[src/rtl/seg_scan_driver_pkg.sv]
`default_nettype none
// +--------------------------------------------------------------------+
// | seg_pkg : shared constants and scan-state type for seg_scan_driver  |
// | Rev 1.0                                                            |
// +--------------------------------------------------------------------+
package seg_pkg;

    localparam int         SEG_DIGITS = 4;
    localparam int         SEG_DIG_W  = $clog2(SEG_DIGITS);
    localparam logic [7:0] SEG_OFF    = 8'hFF;
    localparam logic [3:0] AN_OFF     = 4'hF;

    typedef enum logic [0:0] {
        BLANK = 1'b0,
        DRIVE = 1'b1
    } scan_state_e;

endpackage
`default_nettype wire

[src/rtl/seg_scan_driver_if.sv]
`default_nettype none
// +--------------------------------------------------------------------+
// | seg_scan_driver_if : digit patterns in, anode/cathode pins out     |
// | Rev 1.0                                                            |
// +--------------------------------------------------------------------+
interface seg_scan_driver_if;

    logic [7:0] seg0;
    logic [7:0] seg1;
    logic [7:0] seg2;
    logic [7:0] seg3;
    logic [3:0] blinkMask;
    logic [3:0] an;
    logic [7:0] cathode;
    logic       frameTick;

    modport master (
        output seg0, seg1, seg2, seg3, blinkMask,
        input  an, cathode, frameTick
    );

    modport slave (
        input  seg0, seg1, seg2, seg3, blinkMask,
        output an, cathode, frameTick
    );

endinterface
`default_nettype wire

[src/rtl/seg_scan_driver_timer.sv]
`default_nettype none
// +--------------------------------------------------------------------+
// | seg_scan_timer : per-digit slot counter and digit index            |
// | Rev 1.0                                                            |
// +--------------------------------------------------------------------+
module seg_scan_timer
    import seg_pkg::*;
#(
    parameter int SCAN_DIV     = 100000,
    parameter int BLANK_CYCLES = 1000
) (
    input  wire logic                 Clk100M,
    input  wire logic                 reset,
    output logic [SEG_DIG_W-1:0]      digit_o,
    output logic                      blankDone_o,
    output logic                      slotEnd_o
);

    localparam int               c_CW         = $clog2(SCAN_DIV);
    localparam logic [c_CW-1:0]  c_LAST       = c_CW'(SCAN_DIV - 1);
    localparam logic [c_CW-1:0]  c_BLANK_LAST = c_CW'(BLANK_CYCLES - 1);

    logic [c_CW-1:0]      count_q, count_d;
    logic [SEG_DIG_W-1:0] digit_q, digit_d;

    always_ff @(posedge Clk100M or negedge reset) begin
        if (!reset) begin
            count_q <= '0;
            digit_q <= '0;
        end else begin
            count_q <= count_d;
            digit_q <= digit_d;
        end
    end

    always_comb begin
        count_d = count_q + 1'b1;
        digit_d = digit_q;
        if (slotEnd_o) begin
            count_d = '0;
            digit_d = digit_q + 1'b1;
        end
    end

    assign blankDone_o = (count_q == c_BLANK_LAST);
    assign slotEnd_o   = (count_q == c_LAST);
    assign digit_o     = digit_q;

endmodule
`default_nettype wire

[src/rtl/seg_scan_driver.sv]
`default_nettype none
// +--------------------------------------------------------------------+
// | seg_scan_driver : 4-digit 7-seg scanner, per-frame input snapshot,  |
// | blanking gap per digit; optional blink with SEG_BLINK_EN. Rev 1.0  |
// +--------------------------------------------------------------------+
module seg_scan_driver
    import seg_pkg::*;
#(
    parameter int SCAN_DIV     = 100000,
    parameter int BLANK_CYCLES = 1000,
    parameter int BLINK_FRAMES = 125
) (
    input  wire logic          Clk100M,
    input  wire logic          reset,
    seg_scan_driver_if.slave   bus
);

    logic [SEG_DIG_W-1:0] w_digit;
    logic                 w_blankDone;
    logic                 w_slotEnd;
    logic                 w_snap;
    logic                 w_hide;
    logic [7:0]           w_seg [SEG_DIGITS];

    scan_state_e          state_q, state_d;
    logic [7:0]           shadow_q [SEG_DIGITS];
    logic                 firstDrive_q;
    logic [3:0]           an_q, an_d;
    logic [7:0]           cathode_q, cathode_d;
    logic                 frameTick_q;

    seg_scan_timer #(
        .SCAN_DIV     (SCAN_DIV),
        .BLANK_CYCLES (BLANK_CYCLES)
    ) u_timer (
        .Clk100M     (Clk100M),
        .reset       (reset),
        .digit_o     (w_digit),
        .blankDone_o (w_blankDone),
        .slotEnd_o   (w_slotEnd)
    );

    assign w_seg[0] = bus.seg0;
    assign w_seg[1] = bus.seg1;
    assign w_seg[2] = bus.seg2;
    assign w_seg[3] = bus.seg3;

    // The frame snapshot is taken one edge before digit 0's first drive cycle
    assign w_snap = (state_q == BLANK) && w_blankDone && (w_digit == '0);

    always_ff @(posedge Clk100M or negedge reset) begin
        if (!reset) begin
            state_q      <= BLANK;
            firstDrive_q <= 1'b0;
            an_q         <= AN_OFF;
            cathode_q    <= SEG_OFF;
            frameTick_q  <= 1'b0;
            for (int i = 0; i < SEG_DIGITS; i++) shadow_q[i] <= SEG_OFF;
        end else begin
            state_q      <= state_d;
            firstDrive_q <= w_snap;
            an_q         <= an_d;
            cathode_q    <= cathode_d;
            frameTick_q  <= firstDrive_q;
            if (w_snap) begin
                for (int i = 0; i < SEG_DIGITS; i++) shadow_q[i] <= w_seg[i];
            end
        end
    end

    always_comb begin
        state_d   = state_q;
        an_d      = AN_OFF;
        cathode_d = SEG_OFF;
        unique case (state_q)
            BLANK: begin
                if (w_blankDone) state_d = DRIVE;
            end
            DRIVE: begin
                if (w_slotEnd) state_d = BLANK;
                if (!w_hide) begin
                    an_d      = ~(4'b0001 << w_digit);
                    cathode_d = shadow_q[w_digit];
                end
            end
            default: state_d = BLANK;
        endcase
    end

`ifdef SEG_BLINK_EN
    localparam int              c_FW    = $clog2(BLINK_FRAMES + 1);
    localparam logic [c_FW-1:0] c_FLAST = c_FW'(BLINK_FRAMES - 1);

    logic [c_FW-1:0] fcnt_q, fcnt_d;
    logic            phase_q, phase_d;
    logic [3:0]      mask_q;
    logic            w_frameEnd;

    assign w_frameEnd = w_slotEnd && (w_digit == SEG_DIG_W'(SEG_DIGITS - 1));

    always_ff @(posedge Clk100M or negedge reset) begin
        if (!reset) begin
            fcnt_q  <= '0;
            phase_q <= 1'b0;
            mask_q  <= '0;
        end else begin
            fcnt_q  <= fcnt_d;
            phase_q <= phase_d;
            if (w_snap) mask_q <= bus.blinkMask;
        end
    end

    always_comb begin
        fcnt_d  = fcnt_q;
        phase_d = phase_q;
        if (w_frameEnd) begin
            if (fcnt_q == c_FLAST) begin
                fcnt_d  = '0;
                phase_d = ~phase_q;
            end else begin
                fcnt_d  = fcnt_q + 1'b1;
            end
        end
    end

    assign w_hide = phase_q & mask_q[w_digit];
`else
    logic w_unused_blink;
    assign w_unused_blink = ^{bus.blinkMask, BLINK_FRAMES[0]};
    assign w_hide         = 1'b0;
`endif

    assign bus.an        = an_q;
    assign bus.cathode   = cathode_q;
    assign bus.frameTick = frameTick_q;

endmodule
`default_nettype wire
[src/flat_wrapper.sv]
// flat-port wrapper written by rule: the top's interface ports become plain ports
module seg_scan_driver_flat import seg_pkg::*;
#(
    parameter int SCAN_DIV     = 100000,
    parameter int BLANK_CYCLES = 1000,
    parameter int BLINK_FRAMES = 125
)
  (Clk100M, reset, bus_seg0, bus_seg1, bus_seg2, bus_seg3, bus_blinkMask, bus_an, bus_cathode, bus_frameTick);
  seg_scan_driver_if bus_i ();
  input  wire logic Clk100M;
  input  wire logic reset;
  input wire logic [$bits(bus_i.seg0)-1:0] bus_seg0;
  input wire logic [$bits(bus_i.seg1)-1:0] bus_seg1;
  input wire logic [$bits(bus_i.seg2)-1:0] bus_seg2;
  input wire logic [$bits(bus_i.seg3)-1:0] bus_seg3;
  input wire logic [$bits(bus_i.blinkMask)-1:0] bus_blinkMask;
  output wire logic [$bits(bus_i.an)-1:0] bus_an;
  output wire logic [$bits(bus_i.cathode)-1:0] bus_cathode;
  output wire logic [$bits(bus_i.frameTick)-1:0] bus_frameTick;
  assign bus_i.seg0 = bus_seg0;
  assign bus_i.seg1 = bus_seg1;
  assign bus_i.seg2 = bus_seg2;
  assign bus_i.seg3 = bus_seg3;
  assign bus_i.blinkMask = bus_blinkMask;
  assign bus_an = bus_i.an;
  assign bus_cathode = bus_i.cathode;
  assign bus_frameTick = bus_i.frameTick;
  seg_scan_driver #(.SCAN_DIV(SCAN_DIV), .BLANK_CYCLES(BLANK_CYCLES), .BLINK_FRAMES(BLINK_FRAMES)) u_core (.Clk100M(Clk100M), .reset(reset), .bus(bus_i));
endmodule
[config.mk]
export PLATFORM = sky130hd
export DESIGN_NAME = seg_scan_driver_flat
export DESIGN_NICKNAME = d
export VERILOG_FILES = /design/src/rtl/seg_scan_driver_pkg.sv /design/src/rtl/seg_scan_driver_if.sv /design/src/rtl/seg_scan_driver_timer.sv /design/src/rtl/seg_scan_driver.sv /design/src/flat_wrapper.sv
export SDC_FILE = /design/constraint.sdc
export NUM_CORES = 1
export LEC_CHECK = 0
export BUFFER_PORTS_ARGS = -buffer_cell sky130_fd_sc_hd__buf_2
export CORE_MARGIN = 5
export CORE_UTILIZATION = 41
export CTS_BUF_LIST = sky130_fd_sc_hd__clkbuf_8
export CTS_CLUSTER_DIAMETER = 200
export CTS_CLUSTER_SIZE = 14
export DETAILED_ROUTE_END_ITERATION = 8
export PLACE_DENSITY_LB_ADDON = 0.05
export SYNTH_ARGS = -nofsm -noshare
export SYNTH_HDL_FRONTEND = slang
export SYNTH_SLANG_ARGS = --single-unit
[constraint.sdc]
create_clock -name Clk100M -period 3.88 [get_ports Clk100M]
set_input_delay 0.776 -clock Clk100M [delete_from_list [all_inputs] [get_ports Clk100M]]
set_output_delay 0.776 -clock Clk100M [all_outputs]
set_load 0.1 [all_outputs]
* Yosys cells after proc, flatten, opt, wreduce, memory -nomap -nowiden
Cells that the tools add are included.
** Storage, ports and cells
- Output and inout bits :: 13
- Bits of input ports :: 38
- Flip-flop bits (word level) :: 66
- Word-level logic and storage cells :: 32
** Cells by class
- Mux-type cells :: 9
- Add/subtract/negate cells :: 2
- Reduce and logical (&&, ||, !) cells :: 3
- $lt $le $gt $ge :: 1
- Eq/ne operators :: 2
- Bitwise operators :: 3
- Shift-type cells :: 1
** Operators with widths (number)
- $mux W8 :: 3
- $add A17 B1 Y17 const B :: 1
- $eq A17 B10 Y1 const B :: 1
- $eq A17 B17 Y1 const B :: 1
- $mux W17 :: 1
- $bmux W8 S2 :: 1
- $mux W4 :: 1
- $not A4 Y4 :: 1
- $shl A1 B2 Y4 const A :: 1
- $ge A3 B3 Y1 const B :: 1
- $not A2 Y3 :: 1
- $add A2 B1 Y2 const B :: 1
- $logic_and A1 B1 Y1 :: 2
- $logic_not A2 Y1 :: 1
- $mux W1 :: 2
- $pmux W1 S2 :: 1
- $not A1 Y1 :: 1

* Longest topological paths before layout
Gate-level depths: netlist of the first run.
- Depth after elaboration :: 5
- Mapped depth :: 6
- Gate-level depth less buffers :: 5

* Modules after synthesis
Synthesis of the first run repeated with hierarchy kept, for this count alone.
** Unflattened totals
- Cells, all modules :: 209
- Area, all modules :: 2915.3 um2
** By module, submodules not included
- seg_scan_driver :: area each 1928.1 um2, seq. area each 1231.2 um2, cells each 119, instances 1
- seg_scan_timer :: area each 987.2 um2, seq. area each 475.5 um2, cells each 90, instances 1

* Least setup slack after synthesis of the first run
No wires, ideal clock.
- Path type :: reg2reg
- Start :: register u_core.u_timer.digit_q[0] (netlist: u_core.u_timer.digit_o[0])
- End :: register u_core.shadow_q[15] (netlist name)
- Arrival time :: 1.889 ns
- Stages on the path, launching flop included :: 7
- Slack :: 1.909 ns
- Data required time :: 3.798 ns
- Period minus slack after synthesis :: 1.971 ns
- Path buffers :: 2
- Cell sequence :: dfrtp_1 clkbuf_1 inv_1 ha_1 nor4b_4 buf_6 mux2_2
** Between the ends
- Cells in the longest elaborated chain, start to end :: 2
** RTL lines
- from (decl) :: line seg_scan_driver_timer.sv:24 : logic [SEG_DIG_W-1:0] digit_q, digit_d;
- from (signal assigned) :: line seg_scan_driver_timer.sv:32 : digit_q <= digit_d;
- $logic_not A2 Y1 :: line seg_scan_driver.sv:49 : assign w_snap = (state_q == BLANK) && w_blankDone && (w_digit == '0);
- $logic_and A1 B1 Y1 :: line seg_scan_driver.sv:49
- to (decl) :: line seg_scan_driver.sv:26 : logic [7:0] shadow_q [SEG_DIGITS];
Every way passes these cells.
A chain may end at the register's enable or synchronous reset.

* Worst setup path after layout of the first run
- Start :: register u_core.u_timer.count_q[0]
- End :: register u_core.shadow_q[16] (netlist name)
** Between the ends
- Cells in the longest elaborated chain, start to end :: 3
** RTL lines
- from (decl) :: line seg_scan_driver_timer.sv:23 : logic [c_CW-1:0] count_q, count_d;
- from (signal assigned) :: line seg_scan_driver_timer.sv:31 : count_q <= count_d;
- $eq A17 B10 Y1 :: line seg_scan_driver_timer.sv:45 : assign blankDone_o = (count_q == c_BLANK_LAST);
- $logic_and A1 B1 Y1 (2 in a row) :: line seg_scan_driver.sv:49
Every way passes these cells.

==> reports/results.txt, run 1 <==
The flow ran to the end, and the final reports show no timing, DRC or antenna violations. Timing would allow up to 463 MHz. Dividing the detail-routed via count by the number of cells gives 4.82. The largest stage delay on the critical path is 0.44 ns, and the layout-stage area growth over the synthesis result is 17.1%.

The run gives 0.425 as the effective utilization at floorplan. For this block, the via count after detailed routing is 1719. For this run, the detailed router's first-pass iteration total came to 4. Clock tree synthesis selected as its root buffer the cell clkbuf_8. The floorplan step defined a die boundary enclosing 0.00890 mm2. After synthesis, the netlist uses 36 different library cells. STA classifies the critical path endpoint as a register.

The worst path setup slack after routing is 1.72 ns. The run gives 4.13 ns as the data required time of the worst path. After synthesis the cells add up to 0.00292 mm2. Relative max-transition margin: 0.433. Post-synthesis async set-or-reset flop share: 1.00. For the final number of max-transition violations, the log shows 0. Dividing the detail-routed wire length by the instance count gives 14.6 um.

The die is 94.3 um tall. The repair_antennas step left the layout with diodes totalling 0. The post-CTS repair timing setup buffer count is 0.

The initial antenna violation count was 0. Ratio of final minimum period to clock period: 0.556. For this run, the post-layout net count is 300. The wire-length estimate of the detail-placed layout is 3590 um. Hold path startpoint: u_core.firstDrive_q. In the synthesized netlist the dominant register cell turns out to be dfstp_2.

The min-delay analysis places its worst path in the category register to register. The first global-routing pass estimated 9150 um of wire. In this run the worst path has a maximum fanout of 33. For this block, the routed nets add up to 5220 um of wire. The count of nets left with antenna violations once routing finished came out at 0.

The post-cts repair resize count was 0. Setup repair after global routing left no endpoint under its margin. The smallest clock period supported by the final layout is computed as 2.16 ns.

The clock arrives with 0.00799 ns of skew. In this run the horizontal extent of the chip is 94.3 um. The remaining routing DRC violations was 0.

The count of mapped cells out of synthesis is 203. The final hold violation count is 0. The register clock-pin slew on the reported worst setup and hold paths was 0.07 ns.

The cell type with the highest aggregate area in the netlist was dfstp_2. The most critical setup path has its startpoint at u_core.u_timer.count_q[0]. The leakage power was 1.42 nW. The fraction of post-synthesis cell area in the top cell type by area is 0.396, and the number of inserted filler cells in the final layout is 625.

Buffers inserted to repair hold after CTS numbered 0. For the aggregate global-route resource usage, the log shows 0.136. The maximum buffer depth of the clock tree was 2; the mean cell area of the mapped netlist was 14.4 um2. The logs give 0 for the remaining global-route overflow and 66 for the sink count of the clock tree.

Across the run, the number of max-cap violations was 0. The logs give 0.33 ns for the clock latency of the later-clocked register in the worst-skew pair and 0.699 for the placer congestion estimate. The number of ports placed on the die boundary is 51, and the fraction of final layout cells with drive strength greater than 1 is 0.579. Power spread over the standard cell area amounts to 357 mW/mm2.

The number of global-route vias before repair came out at 1857. TritonCTS built the clock tree. The total core area is 0.00687 mm2. Input and output buffers added on the ports amount to 46. Most common library cell in the layout ignoring fill and taps: buf_2.

Critical path start-end classification: register to register. The logs give 30 for the number of rows created at floorplan and 247 for the number of nets produced by synthesis. The H-tree generated during clock tree synthesis spans 3 levels. Ranked by total cell area, the synthesized netlist is headed by dfstp_2, dfrtp_1, mux2_2, mux4_2, ha_1. The sequential fraction of the synthesis area came out at 0.585. In the layout the commonest cells are buf_2, dfstp_2, mux2_2, dfrtp_1. Counting flops and latches in the post-synthesis netlist gives 66.

In this run, CTS created clock tree buffers numbering 9. In this run, synthesis inferred 0 flip-flops with an integrated enable. The post-place setup slack is 1.71 ns. The critical path goes through ha_1, nor4b_1, nand2_1, nor4b_4, buf_4, mux2_2. Critical-path cell with the highest stage delay: dfrtp_1.

For the starting DRC count in detailed routing, the log shows 47. Data on the critical path arrives at its endpoint at 2.41 ns. For this run, the number of Yosys warnings is 0. Worst flop-to-flop path startpoint: u_core.u_timer.count_q[0].

Setup violations remaining at the end of the flow were counted as 0. Adding up every negative setup slack in the final design gives 0 ns. For the pin with the worst max-slew slack, the measured transition is 0.843 ns. Across the VDD grid, the largest voltage drop is 0.205 mV.

Entering global routing, the biggest net connects 34 pins. The tools report the startpoint class of the critical path as a register.
-- path summary, 6_finish.rpt --
path | endpoint | depth (start not counted) | slack [ns]
setup / recovery | u_core.shadow_q[16] | 6 | 1.72
hold / removal | u_core.bus.frameTick | 0 | 0.35
setup reg to reg | u_core.shadow_q[16] | 6 | 1.72
hold reg to reg | u_core.bus.frameTick | 0 | 0.35
max in group asynchronous | u_core.bus.an[2] | 2 | 2.70
min in group asynchronous | u_core.bus.frameTick | 1 | 0.40
-- critical path: cells and delay by family, from the launching register on --
family / cells / cell delay, ns
and+or+nand+nor: 3 / 0.61
adders and majority gates: 1 / 0.22
muxes: 1 / 0.39
DFF: 1 / 0.44
buffers and inverters: 1 / 0.42
-- cells by family after synthesis --
| kind of cell | Yosys count | share of synthesized area |
|---|---|---|
| AO/OA/AOI/OAI | 5 | 0.0107 |
| XOR/XNOR | 14 | 0.0420 |
| adder cells (fa/ha/maj) | 6 | 0.0257 |
| buffers and inverters | 14 | 0.0262 |
| flip-flops | 66 | 0.585 |
| multiplexers | 41 | 0.189 |
| AND/OR/NAND/NOR | 57 | 0.121 |
-- routing by layer --
metal / routed length [um] / vias to the layer above / share of wire / GRT usage
met5: 0 / - / 0 / 0
met4: 78 / 0 / 0.015 / 0.0650
met3: 319 / 8 / 0.061 / 0.0414
met2: 2370 / 44 / 0.45 / 0.202
met1: 2450 / 846 / 0.47 / 0.181
li1: - / 821 / - / -
-- power breakdown --
group | internal [mW] | switching, mW
clock | 0.243 | 0.254
sequential | 0.690 | 0
combinational | 0.0130 | 0.0175
total | 0.947 | 0.272
-- synthesized netlist by cell type (4+ instances only) --
| master | n |
|---|---|
| nor2_1 | 8 |
| inv_1 | 6 |
| xor2_1 | 6 |
| clkbuf_1 | 4 |
| nand2_1 | 10 |
| mux2_1 | 4 |
| nand3_1 | 9 |
| ha_1 | 6 |
| mux2_2 | 29 |
| dfstp_2 | 44 |
| nand2b_1 | 8 |
| mux4_2 | 8 |
| dfrtp_1 | 22 |
| xnor2_1 | 8 |
-- state kept, by name, summed over array words and instances, names as in the netlist --
name and count:
u_core.firstDrive_q 1, u_core.state_q 1, u_core.u_timer.digit_o 2, u_core.bus.cathode 8, u_core.shadow_q 32, u_core.bus.frameTick 1, u_core.u_timer.count_q 17, u_core.bus.an 4
-- metrics by stage --
| step | power, mW | hold slack (ns) | utilization | cells | area, um2 |
|---|---|---|---|---|---|
| 6_report | 1.22 | 0.351 | 0.497 | 357 | 3410 |
| 5_1_grt | 1.28 | 0.361 | 0.497 | 357 | 3410 |
| 4_1_cts | 1.24 | 0.354 | 0.497 | 357 | 3410 |
| 3_5_place_dp | 0.734 | 0.337 | 0.472 | 341 | 3240 |
| 3_3_place_gp | 0.734 | 0.331 | 0.472 | 341 | 3240 |
| 2_1_floorplan | 0.702 | 0.331 | - | 203 | 2920 |
-- area by class of cell --
class                      instances  area, um2  share of cell area
clock buffer                      10        138              0.0403
clock inverter                     6       33.8             0.00989
inverter                           6       22.5             0.00660
multi-input combinational        123       1130               0.332
sequential                        66       1710               0.500
tap                               96        120              0.0352
timing repair buffer              50        260              0.0762
Power figures use the tool's default switching activity.
==> inputs of run 2 (changes only) <==
--- a/config.mk
+++ b/config.mk
@@ -5,6 +5,7 @@
 export SDC_FILE = /design/constraint.sdc
 export NUM_CORES = 1
 export LEC_CHECK = 0
+export ABC_AREA = 1
 export BUFFER_PORTS_ARGS = -buffer_cell sky130_fd_sc_hd__buf_2
 export CORE_MARGIN = 5
 export CORE_UTILIZATION = 41
==> constraint.sdc (replaced) <==
create_clock -name Clk100M -period 2.2 [get_ports Clk100M]
set_input_delay 0.44 -clock Clk100M [delete_from_list [all_inputs] [get_ports Clk100M]]
set_output_delay 0.44 -clock Clk100M [all_outputs]
set_load 0.1 [all_outputs]
==> reports/results.txt, run 2 <==
The startpoint class of the critical path was a register. For the cell area after synthesis, the log shows 0.00333 mm2 (+14%). The initial antenna violation count was 0 (unchanged); the number of distinct library cell variants in the gate-level netlist after synthesis was 26 (-28%).

The tools report the number of rows created at floorplan as 32 (+6.7%). The fraction of post-synthesis cell area in the top cell type by area was 0.347 (-0.0495). The final number of max-transition violations came out at 0 (unchanged). Setup repair after global routing left no endpoint under its margin.

The fraction of final layout cells with drive strength greater than 1 was 0.299 (-0.280); the post-DP HPWL was 5580 um (+56%). Data arrival time of the worst path: 1.28 ns (-1.13 ns). Mean cell area of the mapped netlist: 8.35 um2 (-42%).

For the effective utilization at floorplan, the log shows 0.427 (+0.00233). The number of antenna diodes was 0 (unchanged); the chip height was 100 um (+6.2%). The number of setup violations in the final report was 0 (unchanged). Gate family responsible for the most delay along the worst path: flip-flops. The critical path is of the register to output port type. The layout-stage area growth over the synthesis result works out to 15.3%. The number of buffer and inverter instances along the worst setup path is 1 (unchanged), and the mean number of vias per cell is 4.90 (+1.7%). The tools report the final sum of negative setup slack as 0 ns (unchanged). The number of synthesized flops with an enable pin is 0 (unchanged), and the total of buffers placed on input and output ports is 46 (unchanged). The leakage power is 1.88 nW (+32%), and the total cell area at the placement stage is 0.00366 mm2 (+13%). The logs give 3 (unchanged) for the depth of the CTS H-tree and 0 (unchanged) for the remaining routing DRC violations. The final antenna-violating net count is 0 (unchanged).

The post-place setup slack came out at 0.465 ns (-1.24 ns). The tools report the aggregate global-route resource usage as 0.169 (+0.0338). The post-synthesis async set-or-reset flop share is 1.00 (unchanged). The final hold violation count was 0 (unchanged). The maximum buffer depth of the clock tree is 2 (unchanged). TritonCTS built the clock tree.

The largest stage delay on the critical path works out to 0.52 ns (+0.08 ns). The biggest area contributor in the post-synthesis netlist is dfstp_2. The register clock-pin slew on the reported worst setup and hold paths was 0.07 ns (about the same); the non-filler instance count after layout was 554 (+55%). The logs give 538 (+58%) for the number of instances in the placed design and 34 (unchanged) for the largest net degree at the start of global routing.

For the first-pass GRT wire length, the log shows 13400 um (+46%). The library cell used most frequently in the layout, excluding fill and tap cells, is nand2_1. The critical path endpoint category was an output port. The tools report the number of synthesis warnings as 0 (unchanged). The final standard cell area without fillers came out at 0.00384 mm2 (+13%). In the synthesized netlist the dominant register cell turns out to be dfstp_2. The peak fanout along the critical path came out at 1 (-97%).

The starting DRC count in detailed routing came out at 81 (+72%). The tools report the minimum hold slack as 0.0238 ns (-0.327 ns). For this design, the slowest cell found on the critical path is dfstp_2. The iteration count of the initial detailed-routing pass came out at 4 (unchanged). The tree is rooted in a clkbuf_8.

Number of buffers created by CTS: 9 (unchanged). The total power density per cell area was 579 mW/mm2 (+62%). The flip-flop count of the largest register, all copies and words added came out at 32 (unchanged).

The routed wire length came out at 8000 um (+53%). The run gives 0.00781 mm2 (+14%) as the total core area. Ranked by total cell area, the synthesized netlist is headed by dfstp_2, dfrtp_1, nand2_1, nand4_1, nor2_1.

The floorplan die width is 100 um (+6.2%). The run finished with clean final reports. The final net count was 491 (+64%).

After synthesis, the most frequently instantiated cells are nand2_1, dfstp_2, nor2_1. The remaining global-route overflow is 0 (unchanged). Register containing the most flip-flops in the final layout: u_core.shadow_q. The pin slew with the least headroom to its limit is 0.531 ns (-0.312 ns), and the ratio of final minimum period to clock period is 0.781.

The number of ports placed on the die boundary came out at 51 (unchanged). For the overall via count from detail_route, the log shows 2714 (+58%). The relative max-transition margin is 0.645 (+0.212), and the placer congestion estimate is 0.864 (+24%).

The number of global-route vias before repair was 2677 (+44%). Data required time of the worst path: 1.76 ns (-2.37 ns). The sequential fraction of the synthesis area came out at 0.512 (-0.0731). The sink count of the clock tree was 66 (unchanged); the number of inserted filler cells in the final layout was 805 (+29%). The mean routed wirelength per cell is 14.4 um (-1.3%), and the highest clock rate is 582 MHz.

For the full die area, the log shows 0.0100 mm2 (+13%). The worst path setup slack after routing came out at 0.482 ns (-1.24 ns). Walking the worst path, the cells encountered are buf_2. The hold-fix buffer count after cts was 0 (unchanged); the shortest period the worst path allows was 1.72 ns. In the layout the commonest cells are nand2_1, buf_2, dfstp_2, nor2_1, nand4_1. The number of synthesized register bits works out to 66 (unchanged).

Count of mapped cells out of synthesis: 399 (+97%). The tools report the worst clock skew as 0.00942 ns (+0.00142 ns). Most numerous cell in the Yosys netlist: nand2_1.

The path class of the tightest hold or removal check is input pin to asynchronous set/reset pin. The post-cts repair resize count came out at 0 (unchanged). The number of nets produced by synthesis was 443 (+79%); the clock latency of the later-clocked register in the worst-skew pair was 0.34 ns (about the same). For the number of violations of the max-capacitance limit, the log shows 0 (unchanged). The post-CTS repair timing setup buffer count came out at 0 (unchanged).

The maximum VDD drop came out at 0.289 mV (+41%).
run 2: cell type report:
cell class	count	area, um2	area share
Sequential cell	66	1710	0.444
Clock inverter	4	17.5	0.00456
Tap cell	102	128	0.0332
Timing Repair Buffer	56	318	0.0827
Multi-Input combinational cell	287	1410	0.366
Clock buffer	12	165	0.0430
Inverter	27	101	0.0264
run 2: through the flow:
stage / total power [mW] / util
2_1_floorplan: 1.24 / -
3_3_place_gp: 1.30 / 0.469
3_5_place_dp: 1.30 / 0.469
4_1_cts: 2.25 / 0.492
5_1_grt: 2.32 / 0.492
6_report: 2.22 / 0.492
run 2: worst paths after layout:
kind                       slack [ns]  cells past startpoint                      start              endpoint
setup / recovery                 0.48                      1      u_core.bus.cathode[6]        bus_cathode[6]
hold / removal                   0.02                      1                      reset   u_core.firstDrive_q
setup reg to reg                 0.48                      7  u_core.u_timer.count_q[0]   u_core.shadow_q[28]
hold reg to reg                  0.35                      0        u_core.firstDrive_q  u_core.bus.frameTick
max in group asynchronous        1.49                      2                      reset   u_core.shadow_q[29]
min in group Clk100M             0.31                      3                bus_seg2[7]   u_core.shadow_q[15]
run 2: per-layer routing:
layer	share of wire	global-route usage
met1	0.49	0.245
met2	0.45	0.253
met3	0.042	0.0382
met4	0.015	0.0518
met5	0	0
run 2: logic make-up (layout without fill, tap and decap cells):
logic type | Yosys count | in the layout | share of synthesized area
flops | 66 | 66 | 0.512
xor+xnor | 9 | 9 | 0.0236
buf+inv | 46 | 99 | 0.0661
fa+ha+maj | 6 | 6 | 0.0225
compound gates | 27 | 27 | 0.0405
simple gates | 245 | 245 | 0.335
run 2: power breakdown:
part	internal [mW]	total, mW	switching, mW
Combinational	0.0249	0.0578	0.0329
Sequential	1.22	1.22	0
Clock	0.491	0.949	0.458
Total	1.73	2.22	0.491
